`src/rtl/stdp_pkg.sv`:
```
// rtl/stdp_pkg.sv - shared widths, window defaults, FSM states and saturating add for the STDP updater
package stdp_pkg;

    localparam int DT_W       = 8;
    localparam int LUT_W      = 24;
    localparam int DT_MIN_DEF = 2;
    localparam int DT_MAX_DEF = 20;

    typedef enum logic [1:0] {
        IDLE = 2'd0,
        REQ  = 2'd1,
        CAPT = 2'd2
    } stdp_state_e;

    // One guard bit makes the signed add overflow-free; the clamp then works on the true sum.
    function automatic logic [LUT_W-1:0] sat_add(
        input logic [LUT_W-1:0] a,
        input logic [LUT_W-1:0] b,
        input logic [LUT_W-1:0] hi,
        input logic [LUT_W-1:0] lo
    );
        logic signed [LUT_W:0] s;
        s = $signed({a[LUT_W-1], a}) + $signed({b[LUT_W-1], b});
        if (s > $signed({hi[LUT_W-1], hi})) begin
            return hi;
        end else if (s < $signed({lo[LUT_W-1], lo})) begin
            return lo;
        end
        return s[LUT_W-1:0];
    endfunction

endpackage

```
`src/rtl/stdp_dt_counter.sv`:
```
// rtl/stdp_dt_counter.sv - saturating cycles-since-spike counter with a seen flag
//   i_spike : spike pulse, restarts the count at 1 and sets the seen flag
//   o_cnt   : cycles since the last spike, saturating at all-ones
//   o_seen  : a spike has occurred since reset
module stdp_dt_counter
    import stdp_pkg::*;
(
    input  logic            clk,
    input  logic            rst,
    input  logic            i_spike,
    output logic [DT_W-1:0] o_cnt,
    output logic            o_seen
);

    localparam logic [DT_W-1:0] LP_ONE = DT_W'(1);
    localparam logic [DT_W-1:0] LP_SAT = '1;

    logic [DT_W-1:0] r_cnt;
    logic            r_seen;

    always_ff @(posedge clk or posedge rst) begin
        if (rst) begin
            r_cnt  <= LP_SAT;
            r_seen <= 1'b0;
        end else if (i_spike) begin
            r_cnt  <= LP_ONE;
            r_seen <= 1'b1;
        end else if (r_cnt != LP_SAT) begin
            r_cnt <= r_cnt + LP_ONE;
        end
    end

    assign o_cnt  = r_cnt;
    assign o_seen = r_seen;

endmodule

```
`src/rtl/stdp_weight_updater.sv`:
```
// rtl/stdp_weight_updater.sv - STDP lookup initiator and saturating synaptic weight accumulator
//   pre_spike/post_spike           : neuron spike pulses
//   weight_load/weight_init        : synchronous weight preload, wins over any update
//   lut_plus_addr/lut_plus_data    : delta-t lookup to the post-after-pre LUT (data 1 cycle later)
//   lut_minus_addr/lut_minus_data  : delta-t lookup to the pre-after-post LUT (data 1 cycle later)
//   weight                         : signed synaptic weight
//   upd_valid                      : pulse the cycle after a LUT result changed the weight
//   busy                           : lookup in flight
module stdp_weight_updater
    import stdp_pkg::*;
#(
    parameter int               DT_MIN = DT_MIN_DEF,
    parameter int               DT_MAX = DT_MAX_DEF,
    parameter logic [LUT_W-1:0] W_MAX  = 24'h7FFFFF,
    parameter logic [LUT_W-1:0] W_MIN  = 24'h800000
) (
    input  logic             clk,
    input  logic             rst,
    input  logic             pre_spike,
    input  logic             post_spike,
    input  logic             weight_load,
    input  logic [LUT_W-1:0] weight_init,
    output logic [DT_W-1:0]  lut_plus_addr,
    input  logic [LUT_W-1:0] lut_plus_data,
    output logic [DT_W-1:0]  lut_minus_addr,
    input  logic [LUT_W-1:0] lut_minus_data,
    output logic [LUT_W-1:0] weight,
    output logic             upd_valid,
    output logic             busy
);

    localparam logic [DT_W-1:0] LP_DT_MIN = DT_W'(DT_MIN);
    localparam logic [DT_W-1:0] LP_DT_MAX = DT_W'(DT_MAX);

    logic [DT_W-1:0]  w_cnt_pre, w_cnt_post;
    logic             w_pre_seen, w_post_seen;
    logic             w_plus_evt, w_minus_evt;
    logic             w_plus_pend_eff, w_minus_pend_eff;
    logic [DT_W-1:0]  w_plus_delta_eff, w_minus_delta_eff;
    logic             w_start_plus, w_start_minus, w_req, w_capt;
    logic [LUT_W-1:0] w_capt_data;
    stdp_state_e      r_state, w_next;

    logic             r_plus_pend, r_minus_pend, r_sel_plus;
    logic [DT_W-1:0]  r_plus_delta, r_minus_delta;
    logic [DT_W-1:0]  r_plus_addr, r_minus_addr;
    logic [LUT_W-1:0] r_weight;
    logic             r_upd_valid;

    stdp_dt_counter u_cnt_pre (
        .clk(clk), .rst(rst), .i_spike(pre_spike), .o_cnt(w_cnt_pre), .o_seen(w_pre_seen)
    );

    stdp_dt_counter u_cnt_post (
        .clk(clk), .rst(rst), .i_spike(post_spike), .o_cnt(w_cnt_post), .o_seen(w_post_seen)
    );

    // Coincident spikes mean delta-t of zero, so neither direction fires.
    assign w_plus_evt  = post_spike & ~pre_spike & w_pre_seen &
                         (w_cnt_pre >= LP_DT_MIN) & (w_cnt_pre <= LP_DT_MAX);
    assign w_minus_evt = pre_spike & ~post_spike & w_post_seen &
                         (w_cnt_post >= LP_DT_MIN) & (w_cnt_post <= LP_DT_MAX);

    // The event cycle itself counts as pending so an idle FSM starts the request next cycle.
    assign w_plus_pend_eff   = r_plus_pend | w_plus_evt;
    assign w_minus_pend_eff  = r_minus_pend | w_minus_evt;
    assign w_plus_delta_eff  = w_plus_evt ? w_cnt_pre : r_plus_delta;
    assign w_minus_delta_eff = w_minus_evt ? w_cnt_post : r_minus_delta;

    always_ff @(posedge clk or posedge rst) begin
        if (rst) begin
            r_state <= IDLE;
        end else begin
            r_state <= w_next;
        end
    end

    always_comb begin
        w_next        = r_state;
        w_start_plus  = 1'b0;
        w_start_minus = 1'b0;
        w_req         = 1'b0;
        w_capt        = 1'b0;
        case (r_state)
            IDLE: begin
                if (w_plus_pend_eff) begin
                    w_next       = REQ;
                    w_start_plus = 1'b1;
                end else if (w_minus_pend_eff) begin
                    w_next        = REQ;
                    w_start_minus = 1'b1;
                end
            end
            REQ: begin
                w_next = CAPT;
                w_req  = 1'b1;
            end
            CAPT: begin
                w_next = IDLE;
                w_capt = 1'b1;
            end
            default: w_next = IDLE;
        endcase
    end

    // A fresh event in the REQ cycle keeps its slot armed; it is newer than the one being served.
    always_ff @(posedge clk or posedge rst) begin
        if (rst) begin
            r_plus_pend   <= 1'b0;
            r_plus_delta  <= '0;
            r_minus_pend  <= 1'b0;
            r_minus_delta <= '0;
        end else begin
            if (w_plus_evt) begin
                r_plus_pend  <= 1'b1;
                r_plus_delta <= w_cnt_pre;
            end else if (w_req && r_sel_plus) begin
                r_plus_pend <= 1'b0;
            end
            if (w_minus_evt) begin
                r_minus_pend  <= 1'b1;
                r_minus_delta <= w_cnt_post;
            end else if (w_req && !r_sel_plus) begin
                r_minus_pend <= 1'b0;
            end
        end
    end

    always_ff @(posedge clk or posedge rst) begin
        if (rst) begin
            r_sel_plus   <= 1'b0;
            r_plus_addr  <= '0;
            r_minus_addr <= '0;
        end else if (w_start_plus) begin
            r_sel_plus   <= 1'b1;
            r_plus_addr  <= w_plus_delta_eff;
            r_minus_addr <= '0;
        end else if (w_start_minus) begin
            r_sel_plus   <= 1'b0;
            r_plus_addr  <= '0;
            r_minus_addr <= w_minus_delta_eff;
        end else if (w_capt) begin
            r_plus_addr  <= '0;
            r_minus_addr <= '0;
        end
    end

    assign w_capt_data = r_sel_plus ? lut_plus_data : lut_minus_data;

    always_ff @(posedge clk or posedge rst) begin
        if (rst) begin
            r_weight    <= '0;
            r_upd_valid <= 1'b0;
        end else begin
            r_upd_valid <= w_capt & ~weight_load;
            if (weight_load) begin
                r_weight <= weight_init;
            end else if (w_capt) begin
                r_weight <= sat_add(r_weight, w_capt_data, W_MAX, W_MIN);
            end
        end
    end

    assign lut_plus_addr  = r_plus_addr;
    assign lut_minus_addr = r_minus_addr;
    assign weight         = r_weight;
    assign upd_valid      = r_upd_valid;
    assign busy           = (r_state != IDLE);

endmodule
```
`config.mk`:
```
export PLATFORM = sky130hd
export DESIGN_NAME = stdp_weight_updater
export DESIGN_NICKNAME = d
export VERILOG_FILES = /design/src/rtl/stdp_pkg.sv /design/src/rtl/stdp_dt_counter.sv /design/src/rtl/stdp_weight_updater.sv
export SDC_FILE = /design/constraint.sdc
export NUM_CORES = 1
export LEC_CHECK = 0
export CAP_MARGIN = 20
export CORE_MARGIN = 2
export CORE_UTILIZATION = 53
export CTS_BUF_LIST = sky130_fd_sc_hd__clkbuf_8
export DETAILED_ROUTE_END_ITERATION = 12
export HOLD_SLACK_MARGIN = 0.02
export PLACE_DENSITY = 0.84
export SETUP_SLACK_MARGIN = 0.02
export SYNTH_ARGS = -nofsm -noshare
export SYNTH_HDL_FRONTEND = slang
export SYNTH_SLANG_ARGS = --single-unit
export TNS_END_PERCENT = 5
```
`constraint.sdc`:
```
create_clock -name clk -period 4.8 [get_ports clk]
set_clock_uncertainty 0.05 [all_clocks]
set_input_delay 0.72 -clock clk [delete_from_list [all_inputs] [get_ports clk]]
set_output_delay 0.72 -clock clk [all_outputs]
set_load 0.05 [all_outputs]
```
* Word-level counts from Yosys, hierarchy flattened
Cells that the tools add are included.
** Operators by class
- Add/subtract/negate cells :: 3
- Eq/ne operators :: 5
- Multiplexer cells :: 37
- Bitwise gates (word level) :: 14
- Order comparisons :: 6
- Reductions and logical operators :: 12
** Operators with widths (count)
- two-way mux 24 bit :: 6
- two-way mux 8 bit :: 11
- adder 24 x 24 -> 25 bit :: 1
- > comparator 25 x 24 -> 1 bit, second input constant :: 1
- < comparator 25 x 24 -> 1 bit, second input constant :: 1
- two-way mux 1 bit :: 17
- adder 8 x 1 -> 8 bit, second input constant :: 2
- >= comparator 8 x 2 -> 1 bit, second input constant :: 2
- <= comparator 8 x 5 -> 1 bit, second input constant :: 2
- != test 8 bit, second input constant :: 2
- nonzero test 2 bit :: 7
- AND 1 bit :: 9
- two-way mux 2 bit :: 2
- one-hot mux 2 bit (2 select lines) :: 1
- != test 3 bit, second input constant :: 1
- NOT 1 bit :: 3
- nonzero test 3 bit :: 1
- equality test 2 x 1 -> 1 bit, second input constant :: 1
- equality test 2 bit, second input constant :: 1
- logical AND 1 bit :: 2
- zero test 2 bit :: 1
- bitwise OR 1 bit :: 2
- zero test 1 bit :: 1
** Storage, ports and cells
- Input bits :: 77
- Logic and storage cells :: 91
- Flip-flop bits (word level) :: 80

* Longest topological paths before layout
Gate-level depths: netlist (run 1).
- Word-level depth :: 11
- Depth in mapped cells :: 14

* Hierarchy
From an unflattened synthesis (run 1), not the netlist that was laid out.
** Second synthesis, totals
- Cells, all modules :: 550
- Area total of the unflattened synthesis :: 5116.2 um^2
** Modules (own cells, without submodules)
- stdp_weight_updater :: area an instance 4197.8 um^2, cells each 462, instances 1, seq. area each 1551.5 um^2
- stdp_dt_counter :: area an instance 459.2 um^2, cells each 44, instances 2, seq. area each 235.2 um^2

* Worst setup path after synthesis (run 1)
Ideal clock, no wire load.
- Kind :: flip-flop to flip-flop
- From :: reg r_sel_plus
- To :: reg r_weight[15], in the netlist weight[15]
- Slack :: 1172 ps
- Data required time :: 4656 ps
- Stages on the path, launching flop included :: 14
- Period minus slack after synthesis :: 3628 ps
- Data arrival time :: 3484 ps
- Cell sequence :: dfrtp_1 clkbuf_1 clkbuf_1 mux2_2 ha_1 o211ai_1 o211a_1 o41ai_4 o21bai_2 o21ai_2 mux2i_2 buf_6 nand3b_1 a221oi_2
** On the way
- Word-level cells in the longest chain between the ends :: 10
** RTL lines
- start: declaration :: line stdp_weight_updater.sv:44 : logic r_plus_pend, r_minus_pend, r_sel_plus;
- start signal: assignment :: line stdp_weight_updater.sv:131 : r_sel_plus <= 1'b0;
- start signal: assignment :: line stdp_weight_updater.sv:135 : r_sel_plus <= 1'b1;
- start signal: assignment :: line stdp_weight_updater.sv:139 : r_sel_plus <= 1'b0;
- two-way mux 24 bit (*) :: line stdp_weight_updater.sv:148 : assign w_capt_data = r_sel_plus ? lut_plus_data : lut_minus_data;
- adder 24 x 24 -> 25 bit (*) :: line stdp_pkg.sv:23 : s = $signed({a[LUT_W-1], a}) + $signed({b[LUT_W-1], b});
- < comparator 25 x 24 -> 1 bit :: line stdp_pkg.sv:26 : end else if (s < $signed({lo[LUT_W-1], lo})) begin
- two-way mux 1 bit :: line stdp_pkg.sv:26
- two-way mux 1 bit :: line stdp_pkg.sv:24 : if (s > $signed({hi[LUT_W-1], hi})) begin
- two-way mux 1 bit :: line stdp_weight_updater.sv:158 : end else if (w_capt) begin
- two-way mux 1 bit :: line stdp_weight_updater.sv:156 : if (weight_load) begin
- two-way mux 24 bit (*) :: line stdp_pkg.sv:29 : return s[LUT_W-1:0];
- two-way mux 24 bit (*) :: line stdp_weight_updater.sv:158
- two-way mux 24 bit (*) :: line stdp_weight_updater.sv:156
- end signal: assignment :: line stdp_weight_updater.sv:157 : r_weight <= weight_init;
- end signal: assignment :: line stdp_weight_updater.sv:159 : r_weight <= sat_add(r_weight, w_capt_data, W_MAX, W_MIN);
- end: declaration :: line stdp_weight_updater.sv:47 : logic [LUT_W-1:0] r_weight;
Mark *: on every way between the ends. The rest lies on a longest branch, timed or not. The select of a mux whose other input is x is not followed.
A chain may end at the register's enable or synchronous reset.

* Worst setup path after layout (run 1)
- From :: reg r_sel_plus
- To :: reg r_weight[17], in the netlist weight[17]
Same word-level chain as after synthesis.

==> metrics.md, run 1 <==
| Metric | Value |
|---|---|
| CORE AREA | 9680 um^2 |
| Antenna diode count | 0 |
| Most numerous cell in the Yosys netlist | dfrtp_1 |
| Post-CTS Resized | 0 |
| Layout cells sized above 1 | 13.2% |
| Area of the die | between 10000 and 15000 um^2 |
| Clock power share | between 10% and 20% |
| Post-synthesis sequential area ratio | 38.4% |
| RSZ-0062 raised after global routing | no |
| Pwr Density | 673 nW/um^2 |
| Slew Limit Fails | 0 |
| GRT Total Usage | 26.9% |
| Fin nets | 761 |
| Syn_nets | 651 |
| Required @ worst endpoint | roughly 5 ns |
| # DRC | 0 |
| Reg-to-reg endpoint | weight[17]$_DFFE_PP0P_ |
| Avg WL per Cell | around 18 um |
| Fin util | 69.7% |
| Switching Fraction | about half |
| First-pass GRT wire length | 23700 um |
| Crit-path max FO | 20 |
| DR iter-0 viols | approximately 330 |
| TNS Setup | 0 ns |
| FP Rows | 36 |
| Worst r2r src | r_sel_plus$_DFFE_PP0P_ |
| Synth Instances | 545 |
| Max-cap violations | 0 |
| Reg2Reg Depth | 12 |
| Initial antenna violation count | 0 |
| CTS clk-pin slew, worst paths | about 0.080 ns |
| Cts hold-fix bufs | 0 |
| CTS tree | yes |
| Post-CTS setup buffers | 0 |
| Multi-input combinational cell area | 3070 um^2 |
| Post-DP HPWL | a little over 10000 um |
| H-tree lvl count | 3 |
| Tcrit/Tclk final | 90.2% |
| Final hold violations | 0 |
| Top_reg_cell synth | dfrtp_1 |
| Synth warn | 0 |
| # IOs | 119 |
| Synth top area share | 30.4% |
| WS Path Type | flop to flop |
| Post-synth top area cell | dfrtp_1 |
| Chip Height | 104 um |
| Antenna Violating Nets Remaining | 0 |
| # port buffers | 118 |
| Max rail drop VDD | 0.372 mV |
| R2r setup slk | between 0.4 and 0.5 ns |
| Avg Synthesized Cell Area | 9.65 um^2 |
| Fin crit period | 4.33 ns |
| Cts bufs inserted | 9 |
| Overall Power | approximately 4.5 mW |
| Setup crit end | weight[17]$_DFFE_PP0P_ |
| Count of different cell masters after synthesis | a little over 70 |
| Pint | 2.29 mW |
| Hold WS | 0.416 ns |
| Clock latency at the later pin of the worst-skew pair | 0.37 ns |
| P_leak | between 2 and 3 nW |
| Pin count of the biggest net entering global routing | 48 |
| Total wire length | 14400 um |
| GPL Wtd Cong | 0.963 |
| Status | finished, final reports clean |
| DRT Pass-1 Iters | 5 |
| Post-synth EDFFs | 0 |
| Area Growth Syn to Fin | 28.3% |
| Synthesized area | 5260 um^2 |
| Synth top cells by count | dfrtp_1, nand2_1, nor2_1, ha_1, o21ai_0 |
| Hold Path Class | flop to flop |
| Slew @ Worst Pin | 0.770 ns |
| Final setup viols | 0 |
| Clock sinks | 80 |
| # fillers | 720 |
| FFs w/ async S/R, synth | 100% |
| F_max | 231 MHz |
| Vias post-DR | ~4.9k |
| GR Overflow Total | 0 |
| Comb power frac | 65.5% |
| Vias in the first global route | 4782 |
| Vias/cell | 6.16 |
| Main area contributors after synthesis | dfrtp_1, dfstp_2, ha_1 |
| Worst setup SP type | flop |
| FF+latch area | 2020 um^2 |
| Flops & latches, synth | 80 |
| Initial Util | 54.3% |
| Worst setup path start | r_sel_plus$_DFFE_PP0P_ |
| Die X | 104 um |
| NetSw | 2.25 mW |
| Rel. slew slack | 48.6% |
| CP Capture Type | flop |
| Seq pwr share | 22.1% |
| Clock root buffer master | clkbuf_8 |
| Crit path arrival time | roughly 4.5 ns |
| CTS max path bufs | 2 |
==> cell families after synthesis <==
family                   Yosys count  synth area share [%]
AO/OA/AOI/OAI                    171                  24.0
XOR/XNOR                          21                  3.50
adder cells (fa/ha/maj)           29                  7.04
buffers and inverters             37                  3.28
flip-flops                        80                  38.4
multiplexers                      30                  6.42
AND/OR/NAND/NOR                  177                  17.3
==> power by group through the flow <==
stage / Sequential, mW / Combinational, mW / Clock [mW]
2_1_floorplan: 1.34 / 1.84 / 0
3_3_place_gp: 1.00 / 2.84 / 0
3_5_place_dp: 1.01 / 2.90 / 0
4_1_cts: 0.999 / 2.94 / 0.570
5_1_grt: 1.02 / 3.19 / 0.600
6_report: 1.00 / 2.97 / 0.567
==> worst min-delay path by stage <==
stage,startpoint,end,slack [ns],depth (start not counted)
after floorplan,u_cnt_pre.o_seen$_DFFE_PP0P_,u_cnt_pre.o_seen$_DFFE_PP0P_,0.38,1
after global placement,u_cnt_pre.o_seen$_DFFE_PP0P_,u_cnt_pre.o_seen$_DFFE_PP0P_,0.39,1
after detailed placement,u_cnt_post.o_seen$_DFFE_PP0P_,u_cnt_post.o_seen$_DFFE_PP0P_,0.40,1
after CTS,u_cnt_post.o_seen$_DFFE_PP0P_,u_cnt_post.o_seen$_DFFE_PP0P_,0.42,1
after global routing,u_cnt_pre.o_seen$_DFFE_PP0P_,u_cnt_pre.o_seen$_DFFE_PP0P_,0.44,1
final,u_cnt_post.o_seen$_DFFE_PP0P_,u_cnt_post.o_seen$_DFFE_PP0P_,0.42,1
==> metal layers <==
| metal | part of all wire (%) | GRT usage [%] | vias up |
|---|---|---|---|
| met4 | 2.2 | 9.27 | 0 |
| met2 | 47 | 42.3 | 240 |
| li1 | - | - | 2261 |
| met5 | 0 | 0 | - |
| met3 | 7.2 | 6.73 | 33 |
| met1 | 43 | 36.5 | 2353 |
==> cells in the final DEF, fill, tap and decap left out, drive strengths merged, types with 4 or more instances in the layout <==
master         Yosys  final
dfrtp             64     64
o21a               6      6
and3               7      7
o22a               4      4
or3                4      4
a31oi              8      8
xnor2             10     10
mux2              27     27
nand2             59     59
a21o               9      9
a221oi             7      7
o31ai              4      4
o211ai             8      8
a21oi             26     26
or2                4      4
nand2b             9      9
a22o              16     16
a22oi              9      9
clkdlybuf4s50      0    118
inv               12     14
and2               6      6
nor3              20     20
nor2b              7      7
buf               10      6
ha                28     28
dfstp             16     16
xor2              11     11
nand4              9      9
o21ai             38     38
nor2              31     31
clkbuf            15     10
nand3              8      8
a211oi            13     13
==> worst max-delay path: stages (launching register included) <==
cell      delay, ns
dfrtp_1        0.64
buf_4          0.36
mux2_2         0.41
ha_1           0.39
o211ai_1       0.14
o211a_1        0.31
o41ai_4        0.44
o21bai_2       0.15
o21ai_2        0.22
mux2i_2        0.32
buf_4          0.31
nand3b_1       0.13
a221oi_1       0.32
==> per-stage QoR <==
step | cell area [um^2] | std cells | worst slack, ns
after floorplan | 5260 | 545 | 1.17
final | 6750 | 793 | 0.473
after global routing | 6750 | 793 | 0.225
after detailed placement | 6530 | 777 | 0.501
after global placement | 6530 | 777 | 0.674
after CTS | 6750 | 793 | 0.538
==> flip-flops by register name (all words and copies together) (netlist names) <==
register and flops:
weight 24, lut_minus_addr 8, lut_plus_addr 8, r_minus_delta 8
r_plus_delta 8, u_cnt_post.o_cnt 8, u_cnt_pre.o_cnt 8, r_state 2
r_minus_pend 1, r_plus_pend 1, r_sel_plus 1, u_cnt_post.o_seen 1
u_cnt_pre.o_seen 1, upd_valid 1
==> cell type report <==
class / instances / share of cell area, %
repair buffers: 124 / 18.2
flip-flops and latches: 80 / 30.0
multi-input cells: 428 / 45.4
inverters: 12 / 0.668
clock inverters: 6 / 1.26
clock buffers: 10 / 2.04
well taps: 133 / 2.47
No activity file was read; power rests on OpenSTA's default activity.
==> run 2: changes to the inputs <==
Settings changed: REMOVE_ABC_BUFFERS set to 1, SKIP_LAST_GASP set to 1.
==> run 2 against run 1 <==
Against the previous run: register-to-register slack improved by 0.05 ns; maximum frequency rose by 1.2%; sequential power barely moved; clock-buffer cell count fell by 1; critical path depth did not move; final area barely moved; wire length fell by 0.58%; flip-flop and latch count did not move; utilization fell by 0.065 points; sequential share of layout area barely moved; largest cell class unchanged.
==> metrics.md, run 2 (synthesis gave the netlist of run 1 again) <==
| Metric | Value |
|---|---|
| Status | finished, final reports clean |
| Slew @ Worst Pin | around 0.8 ns |
| GPL Wtd Cong | 0.908 |
| Vias/cell | about 6.0 |
| Initial Util | a little over half |
| Final hold violations | 0 |
| GRT met1 Usage | 33.9% |
| # IOs | 119 |
| Layout cells sized above 1 | between 10% and 20% |
| F_max | 234 MHz |
| P_leak | 2.83 nW |
| DR iter-0 viols | 226 |
| Crit path setup slack, layout | 0.524 ns |
| Largest register FFs | 24 |
| Tcrit/Tclk final | 89.1% |
| Pint | 2.24 mW |
| Post-DP HPWL | between 10000 and 15000 um |
| Chip Height | 104 um |
| CTS clk-pin slew, worst paths | about 0.1 ns |
| FF+latch area | 2020 um^2 |
| Crit-path max FO | 16 |
| Die X | 104 um |
| Antenna Violating Nets Remaining | 0 |
| Cts hold-fix bufs | 0 |
| Placed Area | 6540 um^2 |
| H-tree lvl count | 3 |
| Clock power share | 11.7% |
| Pre-CTS WS | 0.458 ns |
| Required @ worst endpoint | 5.03 ns |
| Fin crit period | 4.28 ns |
| Post-CTS setup buffers | 0 |
| CP Capture Type | flop |
| Crit path arrival time | about 4.5 ns |
| Rel. slew slack | 45.3% |
| # port buffers | about 120 |
| NetSw | 2.25 mW |
| Design area | 6740 um^2 |
| Fin nets | roughly 760 |
| Initial antenna violation count | 0 |
| Total wire length | 14300 um |
| FP Rows | 36 |
| Worst setup SP type | flop |
| Final setup viols | 0 |
| Switching Fraction | 50.1% |
| Most common cell after layout, fill and taps aside | clkdlybuf4s50_1 |
| Clock sinks | 80 |
| Antenna diode count | 0 |
| Most frequent cells in the layout | clkdlybuf4s50_1, dfrtp_1, nand2_1, nor2_1 |
| # DRC | 0 |
| TNS Setup | 0 ns |
| Pwr Density | 666 nW/um^2 |
| First-pass GRT wire length | between 20000 and 25000 um |
| CTS max path bufs | 2 |
| WS Path Type | flop to flop |
| Multi-input combinational cell area | 3070 um^2 |
| Seq pwr share | 22.4% |
| RSZ-0062 raised after global routing | no |
| Vias post-DR | 4755 |
| Hold Path Class | flop to flop |
| Slew Limit Fails | 0 |
| Vias in the first global route | 4852 |
| Pin count of the biggest net entering global routing | 42 |
| GR Overflow Total | 0 |
| Clock root buffer master | clkbuf_8 |
| GRT Total Usage | 27.5% |
| Cts bufs inserted | 9 |
| Met2 global-route usage | 47.4% |
| Max rail drop VDD | 0.406 mV |
| # fillers | 765 |
| CORE AREA | 9680 um^2 |
| Most Crowded Layer GR | met2 |
| Max-cap violations | 0 |
| Post-CTS Resized | 0 |
| Comb power frac | between 60% and 70% |
| CTS tree | yes |
| Avg WL per Cell | approximately 18 um |
| Clock latency at the later pin of the worst-skew pair | about 0.37 ns |
| GR Util met3 | 5.73% |
| Area of the die | around 11000 um^2 |
| DRT Pass-1 Iters | 5 |
| Area Growth Syn to Fin | 28.2% |
run 2: changes by cell type in the layout (fill, tap and decap cells not counted):
cell / before / now
buf_4: 6 / 8
inv_1: 13 / 11
inv_6: 0 / 2
bufinv_16: 2 / 1
clkbuf_8: 10 / 9
clkinv_4: 2 / 0
clkinvlp_4: 0 / 4
run 2: metal layers:
layer	vias to the layer above	wire length, um
li1	2262	-
met1	2290	5990
met2	175	7040
met3	28	933
met4	0	313
met5	-	0
run 2: path summary, 6_finish.rpt:
| kind | from | endpoint | slack (ns) | cells past startpoint |
|---|---|---|---|---|
| min in group asynchronous | rst | weight[5]$_DFFE_PP0P_ | 0.78 | 2 |
| min | u_cnt_post.o_seen$_DFFE_PP0P_ | u_cnt_post.o_seen$_DFFE_PP0P_ | 0.42 | 1 |
| max | r_sel_plus$_DFFE_PP0P_ | weight[17]$_DFFE_PP0P_ | 0.52 | 12 |
| max reg2reg | r_sel_plus$_DFFE_PP0P_ | weight[17]$_DFFE_PP0P_ | 0.52 | 12 |
| max in group asynchronous | rst | u_cnt_pre.o_cnt[0]$_DFFE_PP1P_ | 2.88 | 3 |
| min reg2reg | u_cnt_post.o_seen$_DFFE_PP0P_ | u_cnt_post.o_seen$_DFFE_PP0P_ | 0.42 | 1 |
run 2: through the flow:
step | total power [mW] | util, % | hold WS [ns] | std cells
3_3_place_gp | 3.90 | 67.5 | 0.393 | 779
5_1_grt | 4.80 | 69.6 | 0.437 | 795
6_report | 4.49 | 69.6 | 0.421 | 795
3_5_place_dp | 3.95 | 67.5 | 0.401 | 779
2_1_floorplan | 3.11 | - | 0.380 | 520
4_1_cts | 4.48 | 69.6 | 0.421 | 795
run 2: layout make-up:
cell class / count / share of cell area, %
flip-flops and latches: 80 / 30.0
inverters: 12 / 0.668
multi-input cells: 428 / 45.5
repair buffers: 126 / 18.4
well taps: 133 / 2.47
clock inverters: 7 / 1.15
clock buffers: 9 / 1.84
run 2: critical path, stage by stage (launching register included):
cell      delay, ns
dfrtp_1        0.87
buf_4          0.26
mux2_2         0.38
fa_1           0.46
a211oi_1       0.31
o211a_1        0.27
o41ai_4        0.12
o21bai_2       0.22
o21ai_2        0.11
mux2i_2        0.44
buf_4          0.30
nand3b_1       0.10
a221oi_1       0.26
run 2: power groups by stage:
stage	sequential (mW)	combinational, mW	clock, mW
4_1_cts	1.01	2.95	0.530
5_1_grt	1.03	3.20	0.564
3_5_place_dp	1.02	2.93	0
6_report	1.01	2.96	0.525
3_3_place_gp	1.01	2.89	0
2_1_floorplan	1.37	1.74	0
